## config.mk

```make
export PLATFORM = sky130hd
export DESIGN_NAME = spi_slave_responder
export DESIGN_NICKNAME = d
export VERILOG_FILES = /design/src/rtl/spi_slave_responder_pkg.sv /design/src/rtl/spi_sync_edge.sv /design/src/rtl/spi_slave_responder.sv
export SDC_FILE = /design/constraint.sdc
export NUM_CORES = 1
export LEC_CHECK = 0
export BUFFER_PORTS_ARGS = -buffer_cell sky130_fd_sc_hd__buf_4
export CAP_MARGIN = 5
export CORE_UTILIZATION = 40
export DETAILED_ROUTE_END_ITERATION = 10
export PLACE_DENSITY = 0.7
export SLEW_MARGIN = 15
export SYNTH_ARGS = -nofsm -noshare
export SYNTH_HDL_FRONTEND = slang
export SYNTH_SLANG_ARGS = --single-unit
```

## constraint.sdc

```tcl
create_clock -name clk -period 1.6 [get_ports clk]
set_input_delay 0.16 -clock clk [delete_from_list [all_inputs] [get_ports clk]]
set_output_delay 0.16 -clock clk [all_outputs]
set_load 0.005 [all_outputs]
```

## src/rtl/spi_slave_responder_pkg.sv

```systemverilog
// Shared definitions for the SPI mode-0 slave responder: FSM encoding, defaults and pin idle levels.
package spi_slave_responder_pkg;

    localparam int unsigned DEFAULT_DATA_W      = 8;
    localparam int unsigned DEFAULT_SYNC_STAGES = 2;

    // Mode 0: sclk idles low; chip select idles deasserted (high)
    localparam logic SCLK_IDLE = 1'b0;
    localparam logic CS_N_IDLE = 1'b1;

    typedef enum logic [1:0] {
        ST_IDLE   = 2'd0,
        ST_LOAD   = 2'd1,
        ST_ACTIVE = 2'd2
    } state_e;

endpackage

```

## src/rtl/spi_sync_edge.sv

```systemverilog
// Multi-flop synchronizer for an asynchronous pin followed by a one-flop rise/fall detector.
module spi_sync_edge
    import spi_slave_responder_pkg::*;
#(
    parameter int unsigned STAGES  = DEFAULT_SYNC_STAGES,
    parameter logic        RST_VAL = 1'b0
) (
    input  logic clk,
    input  logic reset,
    input  logic d_i,
    output logic rise_c,
    output logic fall_c
);

    logic [STAGES-1:0] sync_q;
    logic              prev_q;

    always_ff @(posedge clk or posedge reset) begin
        if (reset) begin
            sync_q <= {STAGES{RST_VAL}};
            prev_q <= RST_VAL;
        end else begin
            sync_q <= {sync_q[STAGES-2:0], d_i};
            prev_q <= sync_q[STAGES-1];
        end
    end

    assign rise_c = sync_q[STAGES-1] & ~prev_q;
    assign fall_c = ~sync_q[STAGES-1] & prev_q;

endmodule

```

## src/rtl/spi_slave_responder.sv

```systemverilog
// SPI mode-0 slave: oversampled pins, MSB-first rx/tx shifting, one-byte tx holding buffer.
module spi_slave_responder
    import spi_slave_responder_pkg::*;
#(
    parameter int unsigned DATA_W      = DEFAULT_DATA_W,
    parameter int unsigned SYNC_STAGES = DEFAULT_SYNC_STAGES
) (
    input  logic              clk,
    input  logic              reset,
    input  logic              sclk,
    input  logic              cs_n,
    input  logic              mosi,
    output logic              miso,
    output logic              miso_oe,
    input  logic [DATA_W-1:0] tx_data,
    input  logic              tx_valid,
    output logic              tx_ready,
    output logic [DATA_W-1:0] rx_data,
    output logic              rx_valid,
    output logic              busy,
    output logic              tx_underrun
);

    localparam int unsigned CNT_W = (DATA_W > 1) ? $clog2(DATA_W) : 1;

    logic sclk_rise_c, sclk_fall_c;
    logic cs_rise_c, cs_fall_c;

    spi_sync_edge #(.STAGES(SYNC_STAGES), .RST_VAL(SCLK_IDLE)) u_sclk_sync (
        .clk    (clk),
        .reset  (reset),
        .d_i    (sclk),
        .rise_c (sclk_rise_c),
        .fall_c (sclk_fall_c)
    );

    spi_sync_edge #(.STAGES(SYNC_STAGES), .RST_VAL(CS_N_IDLE)) u_cs_sync (
        .clk    (clk),
        .reset  (reset),
        .d_i    (cs_n),
        .rise_c (cs_rise_c),
        .fall_c (cs_fall_c)
    );

    // mosi needs no edge detect; same depth keeps it aligned with the sclk edge pulses
    logic [SYNC_STAGES-1:0] mosi_sync_q;
    logic                   mosi_s;

    always_ff @(posedge clk or posedge reset) begin
        if (reset) mosi_sync_q <= '0;
        else       mosi_sync_q <= {mosi_sync_q[SYNC_STAGES-2:0], mosi};
    end

    assign mosi_s = mosi_sync_q[SYNC_STAGES-1];

    state_e             state_q, state_d;
    logic [CNT_W-1:0]   bit_cnt_q, bit_cnt_d;
    logic [DATA_W-1:0]  rx_shift_q, rx_shift_d;
    logic [DATA_W-1:0]  rx_data_q, rx_data_d;
    logic               rx_valid_q, rx_valid_d;
    logic [DATA_W-1:0]  tx_shift_q, tx_shift_d;
    logic               miso_q, miso_d;
    logic               underrun_q, underrun_d;
    logic               byte_done_q, byte_done_d;
    logic [DATA_W-1:0]  buf_q, buf_d;
    logic               buf_full_q, buf_full_d;
    logic               load_c;

    always_ff @(posedge clk or posedge reset) begin
        if (reset) begin
            state_q     <= ST_IDLE;
            bit_cnt_q   <= '0;
            rx_shift_q  <= '0;
            rx_data_q   <= '0;
            rx_valid_q  <= 1'b0;
            tx_shift_q  <= '0;
            miso_q      <= 1'b0;
            underrun_q  <= 1'b0;
            byte_done_q <= 1'b0;
            buf_q       <= '0;
            buf_full_q  <= 1'b0;
        end else begin
            state_q     <= state_d;
            bit_cnt_q   <= bit_cnt_d;
            rx_shift_q  <= rx_shift_d;
            rx_data_q   <= rx_data_d;
            rx_valid_q  <= rx_valid_d;
            tx_shift_q  <= tx_shift_d;
            miso_q      <= miso_d;
            underrun_q  <= underrun_d;
            byte_done_q <= byte_done_d;
            buf_q       <= buf_d;
            buf_full_q  <= buf_full_d;
        end
    end

    always_comb begin
        state_d     = state_q;
        bit_cnt_d   = bit_cnt_q;
        rx_shift_d  = rx_shift_q;
        rx_data_d   = rx_data_q;
        rx_valid_d  = 1'b0;
        tx_shift_d  = tx_shift_q;
        miso_d      = miso_q;
        underrun_d  = 1'b0;
        byte_done_d = byte_done_q;
        buf_d       = buf_q;
        buf_full_d  = buf_full_q;
        load_c      = 1'b0;

        unique case (state_q)
            ST_IDLE: begin
                miso_d      = 1'b0;
                bit_cnt_d   = '0;
                byte_done_d = 1'b0;
                if (cs_fall_c) state_d = ST_LOAD;
            end
            ST_LOAD: begin
                if (cs_rise_c) begin
                    state_d = ST_IDLE;
                    miso_d  = 1'b0;
                end else begin
                    load_c  = 1'b1;
                    state_d = ST_ACTIVE;
                end
            end
            ST_ACTIVE: begin
                // cs_n release has priority over any coincident sclk edge
                if (cs_rise_c) begin
                    state_d     = ST_IDLE;
                    bit_cnt_d   = '0;
                    rx_shift_d  = '0;
                    miso_d      = 1'b0;
                    byte_done_d = 1'b0;
                end else if (sclk_rise_c) begin
                    rx_shift_d = {rx_shift_q[DATA_W-2:0], mosi_s};
                    if (bit_cnt_q == CNT_W'(DATA_W - 1)) begin
                        rx_data_d   = rx_shift_d;
                        rx_valid_d  = 1'b1;
                        bit_cnt_d   = '0;
                        byte_done_d = 1'b1;
                    end else begin
                        bit_cnt_d = bit_cnt_q + CNT_W'(1);
                    end
                end else if (sclk_fall_c) begin
                    if (byte_done_q) begin
                        load_c      = 1'b1;
                        byte_done_d = 1'b0;
                    end else begin
                        tx_shift_d = {tx_shift_q[DATA_W-2:0], 1'b0};
                        miso_d     = tx_shift_d[DATA_W-1];
                    end
                end
            end
            default: state_d = ST_IDLE;
        endcase

        // Next tx word comes from the holding buffer, or zeros when it is empty
        if (load_c) begin
            tx_shift_d = buf_full_q ? buf_q : '0;
            underrun_d = ~buf_full_q;
            buf_full_d = 1'b0;
            miso_d     = tx_shift_d[DATA_W-1];
        end

        // Accept only into an empty buffer; a same-cycle load never bypasses it
        if (tx_valid && !buf_full_q) begin
            buf_d      = tx_data;
            buf_full_d = 1'b1;
        end
    end

    assign miso        = miso_q;
    assign busy        = (state_q != ST_IDLE);
    assign miso_oe     = busy;
    assign tx_ready    = ~buf_full_q;
    assign rx_data     = rx_data_q;
    assign rx_valid    = rx_valid_q;
    assign tx_underrun = underrun_q;

endmodule

```

==> results list, run 1 <==
- Initial core utilization: 0.422
- Detailed placement ended at an HPWL of 2.24 mm.
- Root Buffer Master: sky130_fd_sc_hd__clkbuf_8
* Wire length of the first global-routing pass: 5.51 mm
* Via count of the first global-routing pass: 1262
* Max-cap violations: 0
* Dominant register cell in the synthesized netlist: sky130_fd_sc_hd__dfrtp_1
- Average vias per placed instance: 4.88
- Remaining global-route overflow: 0
- At the placement stage, the worst setup path has a slack of 0.00589 ns.
* Final min period: 1.55 ns
- CP Data Required Time: 1.79 ns
- The first detailed-routing pass took 4 iterations.
* Lkg Pwr: 1.27 nW
* Routed WL per cell: 12.2 um
* Clock sinks: 48
- The highest metal layer carrying signal wires in the routed design is met4.
- The layout has 411 filler cells.
- Row generation in the floorplan step produced 25 rows.
* Outcome: complete, no violations
* Startpoint types: flop
* Clock buffers created by TritonCTS: 5
- DRC Markers: 0
- The longest clock path from root to sink contains 2 buffers.
* Total met3 wirelength after detailed routing: 106 um
- Total inserted antenna cells: 0
* I/O pin count: 28
- Across every metal layer, demand over resource in global routing totals 0.136.
- Setup repair after global routing could not meet its margin everywhere.
* Fraction of layout cells with a size suffix above 1: 0.380
- Share of flip-flops with an asynchronous set or reset after synthesis: 1.00
* Area growth from synthesis to final layout: 25.7%
- Placement Cell Area: 2360 sq um
* Register bit count reported by yosys: 48
- Total count of hold-check failures in the final report: 0
* Post-synth EDFFs: 0
- During synthesis, Yosys emitted a total of 0 warnings.
* Least setup slack across all paths after layout: 0.0462 ns
* Critical Path, Cell by Cell: ha_4 -> and4b_4 -> o211ai_4 -> and3_1 -> o221a_1
- Slowest cell on the critical path: sky130_fd_sc_hd__dfrtp_1
- Final worst-path cycle share: 0.971
- DRC violation total after the first TritonRoute iteration: 48
- Cell area after synthesis: 2020 sq um
- The path class of the tightest hold or removal check is in2reg.
* Total Negative Setup Slacks: 0 ns
* Number of setup violations in the final report: 0
- Multi-input combinational cell area: 779 sq um
- F_max: 0.644 GHz
- Residual antenna-violating net count after detailed routing: 0
- Final wirelength: 3.27 mm
* Maximum ir drop on the vdd rail: 0.832 mV
- In the final layout, flip-flops and latches occupy 1200 sq um.
* Die span in x: 73.1 um
- Crit path buffers/inverters: 0
* Type of the setup path with the least slack: reg2reg
- After routing the design area is 2540 sq um.
* Routed wl met2: 1.64 mm
* Largest net degree at the start of global routing: 49
- Final Slew Violations: 0
* Worst rel slew slack: 0.808
- Largest stage delay, worst path: 0.42 ns
- Across all hold checks on the routed design, the worst slack comes to 0.0882 ns.
- Dividing the synthesized area by the synthesized cell count gives 13.0 sq um.
* Die boundary height: 73.1 um
* Synthesized netlist cell count: 156
* Via count: 1302
* Routability cong.: 0.737
- The die covers 5340 sq um.
- The worst setup path is captured at a flop.
- Source-to-sink clock delay at the later pin of the worst-skew pair: 0.30 ns
* Number of input and output port buffers inserted: 27
- STA puts the critical path data arrival time at 1.74 ns.
- After floorplanning, the core was sized to cover 4790 sq um.
- Along the worst path, the maximum fanout reaches 7.
- Clock-pin slew was measured on the worst setup and hold paths at 0.08 ns.
* Sequential share of the synthesized area: 0.596
- Final net count: 221
- Worst Skew: 0.00430 ns
* Total power density per cell area: 1350 nW/um^2
* Unique cell type count in the Yosys netlist: 32
* CP top delay family: simple AND/OR/NAND/NOR gates
* Routed metal-1 wire length: 1.46 mm
- Transition at the pin with the smallest max-transition slack: 0.288 ns
* Antenna violations before repair: 0
* TritonCTS clock tree: done
* H-tree depth: 2
- Post-synth net total: 178
-- cells by family after synthesis --
kind of cell | count (synthesis) | synth area share
flops | 48 | 0.596
compound gates | 36 | 0.124
simple gates | 26 | 0.0755
mux | 22 | 0.119
buf+inv | 16 | 0.0365
fa+ha+maj | 8 | 0.0495
-- synthesized netlist by cell type, types with 2 or more instances --
master	instances	area share
sky130_fd_sc_hd__o21ai_1	2	0.0050
sky130_fd_sc_hd__clkbuf_1	3	0.0056
sky130_fd_sc_hd__dfrtp_1	45	0.56
sky130_fd_sc_hd__and3_1	2	0.0062
sky130_fd_sc_hd__buf_2	2	0.0050
sky130_fd_sc_hd__mux2_2	16	0.089
sky130_fd_sc_hd__dfstp_2	3	0.039
sky130_fd_sc_hd__o21ai_0	5	0.012
sky130_fd_sc_hd__mux2i_1	6	0.030
sky130_fd_sc_hd__nor2_1	6	0.011
sky130_fd_sc_hd__ha_1	8	0.050
sky130_fd_sc_hd__nand2b_1	4	0.012
sky130_fd_sc_hd__inv_1	9	0.017
sky130_fd_sc_hd__a22o_1	11	0.048
sky130_fd_sc_hd__a21oi_1	13	0.032
sky130_fd_sc_hd__nand2_1	4	0.0074
sky130_fd_sc_hd__nand3_1	2	0.0050
-- flip-flops by register name, summed over array words and instances, names as in the netlist, 2 cells and up --
register,cells
mosi_sync_q,2
u_sclk_sync.sync_q,2
buf_q,8
u_cs_sync.sync_q,2
bit_cnt_q,3
rx_data,8
state_q,2
tx_shift_q,7
rx_shift_q,7
-- timing repair --
action                                 4_1_cts  5_1_grt
setup endpoints to repair                    6       17
hold buffers                                 4        0
gates resized for setup                      1        9
buffers inserted                             0        1
cloned                                       0        1
pin swaps                                    0        0
endpoints found under the hold margin       48        0
-- report_power, final --
group | internal, mW | leakage [nW] | switching (mW)
sequential | 1.50 | 0.608 | 0.175
combinational | 0.539 | 0.618 | 0.473
clock | 0.351 | 0.0445 | 0.391
-- worst paths after layout --
kind	from	to	slack, ns	cells after the start
min reg2reg	mosi_sync_q[0]	mosi_sync_q[1]	0.35	0
max in group asynchronous	reset	u_cs_sync.prev_q	0.87	4
min in group asynchronous	reset	mosi_sync_q[0]	0.46	4
min	tx_data[5]	buf_q[5]	0.09	2
max	u_sclk_sync.sync_q[1]	miso	0.05	5
max reg2reg	u_sclk_sync.sync_q[1]	miso	0.05	5
-- final cells by class --
| cell class | count | share of cell area |
|---|---|---|
| Sequential cell | 48 | 0.474 |
| Multi-Input combinational cell | 92 | 0.307 |
| Timing Repair Buffer | 43 | 0.136 |
| Clock buffer | 7 | 0.0340 |
| Tap cell | 67 | 0.0330 |
| Inverter | 9 | 0.0133 |
| Clock inverter | 1 | 0.00295 |
-- per-layer routing --
layer | vias up | GRT usage
li1 | 635 | -
met1 | 643 | 0.167
met2 | 18 | 0.223
met3 | 6 | 0.0387
met4 | 0 | 0.0588
met5 | - | 0
-- layout by cell type, fill, tap and decap left out, drive strengths merged --
cell,n
and2,1
nand3,3
a21oi,13
dlygate4sd3,4
a211oi,1
nand2b,4
a22o,11
o22ai,1
clkbuf,7
o211ai,1
nand2,5
clkinvlp,1
nor3,1
ha,8
dfstp,3
and3,2
nor3b,1
buf,39
and4b,1
nor2,6
nor2b,1
mux2i,6
o21ai,7
dfrtp,45
o221a,1
inv,9
mux2,16
nand3b,1
a21o,1
-- metrics by stage --
step	total power, mW	std cells	utilization
2_1_floorplan	2.36	156	-
6_report	3.43	267	0.531
3_5_place_dp	2.69	253	0.492
5_1_grt	3.65	267	0.531
3_3_place_gp	2.65	253	0.492
4_1_cts	3.44	265	0.521
(Power assumes the default switching activity.)
==> run 2: changes to the inputs <==
Settings changed: CORE_ASPECT_RATIO set to 1.4.
==> results list, run 2 (same netlist as run 1, synthesis figures left out) <==
- The flow ran to the end, and the final reports show no timing, DRC or antenna violations.
- The maximum number of pins on one net before global-route repair came to 23 (-53%).
* Number of input and output port buffers inserted: 27 (unchanged)
- Transition at the pin with the smallest max-transition slack: 0.308 ns (+0.0201 ns)
- The post-layout worst setup margin came to 0.0308 ns (-0.0154 ns).
- DRC Markers: 0 (unchanged)
- Hold Crit Start: tx_data[4]
- The aggregate global routing overflow came to 0 (unchanged).
- Reg-to-reg slack, setup: 0.05 ns (about the same)
- Most frequent cells in the layout: sky130_fd_sc_hd__dfrtp_1 (45), sky130_fd_sc_hd__buf_4 (38), sky130_fd_sc_hd__mux2_2 (16)
- H-tree depth: 2 (unchanged)
- The portion of total power attributed to the clock network was 0.220 (+0.004).
* Total Negative Setup Slacks: 0 ns (unchanged)
- Final Instance Count excl. Fillers: 264 (-1.1%)
* Final worst-path cycle share: 0.981 (+0.00963)
- The root buffer cell chosen for the clock tree is sky130_fd_sc_hd__clkbuf_8.
- Worst rel slew slack: 0.795 (-0.0134)
* Type of the setup path with the least slack: reg2out
- The routability congestion estimate from global placement came to 0.825 (+12%).
* Max-cap violations: 0 (unchanged)
- Reg2reg start: u_sclk_sync.sync_q[1]
- The largest fanout on the critical path was 5 (-2).
- The buffers inserted during post-CTS setup optimization was 0 (unchanged).
- The HPWL after detailed placement is 2.47 mm (+11%).
- DRC violation total after the first TritonRoute iteration: 41 (-15%)
* Average vias per placed instance: 4.90 (+0.44%)
- Number of setup violations in the final report: 0 (unchanged)
- The critical path's largest stage delay came to 0.39 ns (-0.03 ns).
- Cell internal power dissipation: 2.40 mW (+0.50%)
* Clock buffers created by TritonCTS: 5 (unchanged)
* Die boundary height: 86.1 um (+18%)
* Critical Path, Cell by Cell: buf_4 -> inv_1 -> ha_1 -> inv_1 -> buf_4
- Startpoint types: flop
- Final Slew Violations: 0 (unchanged)
- Detailed-router iteration count before antenna repair: 4 (unchanged)
- Clock sinks: 48 (unchanged)
* Lkg Pwr: 1.27 nW (-0.26%)
- Die span in x: 62.1 um (-15%)
- The number of global-route vias before repair was 1303 (+3.2%).
* Most common cell after layout, fill and taps aside: sky130_fd_sc_hd__dfrtp_1
- The I/O pin count was 28 (unchanged).
- The number of nets in the finished design was 221 (unchanged).
- Residual antenna-violating net count after detailed routing: 0 (unchanged)
- Source-to-sink clock delay at the later pin of the worst-skew pair: 0.30 ns (about the same)
- The initial antenna violation count was 0 (unchanged).
- Site Rows: 30 (+20%)
- Worst Skew: 0.00288 ns (-0.00143 ns)
- Total inserted antenna cells: 0 (unchanged)
- Setup crit start: state_q[1]
- The detailed-route via count came to 1293 (-0.69%).
- Die ar.: 5350 sq um (about the same)
* Area growth from synthesis to final layout: 24.8%
- Worst hold path type: in2reg
- Total GRT Usage: 0.147 (+0.0109)
* Share of total power consumed by net switching: 0.306 (+0.00314)
- Wire length of the first global-routing pass: 5.71 mm (+3.5%)
- TritonCTS built the clock tree.
- Clock slew at reported path FFs: 0.09 ns (about the same)
- Combinational share of power: 0.299 (+0.004)
- The endpoint required time on the critical path is 1.44 ns (-0.35 ns).
- The starting density of the core was 0.418 (-0.00491).
* Slowest cell on the critical path: sky130_fd_sc_hd__dfrtp_1
- Total power density per cell area: 1370 nW/um^2 (+1.8%)
* Maximum clock path buffer count: 2 (unchanged)
* Unrepaired setup endpoints after global routing: yes
- The arrival time reported for the critical path endpoint was 1.41 ns (-0.33 ns).
* Power spent charging and discharging nets: 1.06 mW (+2.0%)
- The total wire length after detailed routing came to 3.36 mm (+2.7%).
* Number of cells after detailed placement: 252 (-0.40%)
* Total count of hold-check failures in the final report: 0 (unchanged)
- STA classifies the critical path endpoint as a primary output.
- Fillers: 417 (+1.5%)
* Power share of the sequential group: 0.480 (-0.009)
* Routed WL per cell: 12.7 um (+3.9%)
* Maximum ir drop on the vdd rail: 0.962 mV (+16%)
* F_max: 0.637 GHz (-0.98%)
- Final min period: 1.57 ns (+0.0154 ns)
- The pre-CTS worst setup slack came to 0.0297 ns (+0.0238 ns).
- The placeable core area is 4840 sq um (+1.2%).
* Fraction of layout cells with a size suffix above 1: 0.370 (-0.0100)
-- run 2: changes by cell type in the layout (fill, tap and decap cells not counted), sizes merged --
cell / previous run / this run
inv: 9 / 10
clkbuf: 7 / 6
clkinv: 0 / 1
clkinvlp: 1 / 0
-- run 2: what timing repair did --
action | CTS | global route
endpoints found under the setup margin | 0 | 19
hold buffers | 4 | 0
gates resized for setup | 0 | 4
endpoints found under the hold margin | 15 | 0
-- run 2: critical path, delay by kind of cell, from the launching register on --
kind / cells / cell delay (ns)
buf+inv: 4 / 0.47
flops: 1 / 0.39
fa+ha+maj: 1 / 0.25
-- run 2: per-stage QoR --
stage | power, mW | util | cell area, sq um | hold WS [ns]
after global placement | 2.68 | 0.489 | 2370 | 0.125
after CTS | 3.49 | 0.517 | 2500 | 0.0762
final | 3.46 | 0.521 | 2520 | 0.0811
after global routing | 3.69 | 0.521 | 2520 | 0.0701
after floorplan | 2.36 | - | 2020 | 0.164
after detailed placement | 2.72 | 0.489 | 2370 | 0.132
-- run 2: area by class of cell --
class,instances,area [sq um],area share
Multi-Input combinational cell,92,762,0.302
Tap cell,64,80.1,0.0317
Timing Repair Buffer,43,345,0.137
Sequential cell,48,1200,0.478
Clock inverter,2,13.8,0.00546
Clock buffer,6,82.6,0.0327
Inverter,9,33.8,0.0134
-- run 2: worst paths after layout --
check	end	cells past startpoint
worst max-delay path	miso_oe	5
worst min-delay path	buf_q[4]	2
worst max register to register	miso	5
worst min register to register	u_cs_sync.sync_q[1]	0
max in group asynchronous	rx_valid	4
min in group asynchronous	tx_shift_q[2]	3
-- run 2: metal layers --
| metal | vias to the layer above | part of all wire | track usage | wire, um |
|---|---|---|---|---|
| li1 | 635 | - | - | - |
| met1 | 629 | 0.41 | 0.171 | 1360 |
| met2 | 22 | 0.54 | 0.244 | 1820 |
| met3 | 7 | 0.029 | 0.0407 | 98 |
| met4 | 0 | 0.020 | 0.0667 | 68 |
| met5 | - | 0 | 0 | 0 |
-- run 2: power by group through the flow --
stage | Clock [mW] | Combinational (mW) | Sequential, mW
2_1_floorplan | 0 | 0.714 | 1.65
3_3_place_gp | 0 | 1.00 | 1.68
6_report | 0.763 | 1.04 | 1.66
4_1_cts | 0.782 | 1.04 | 1.67
5_1_grt | 0.823 | 1.16 | 1.71
3_5_place_dp | 0 | 1.03 | 1.69
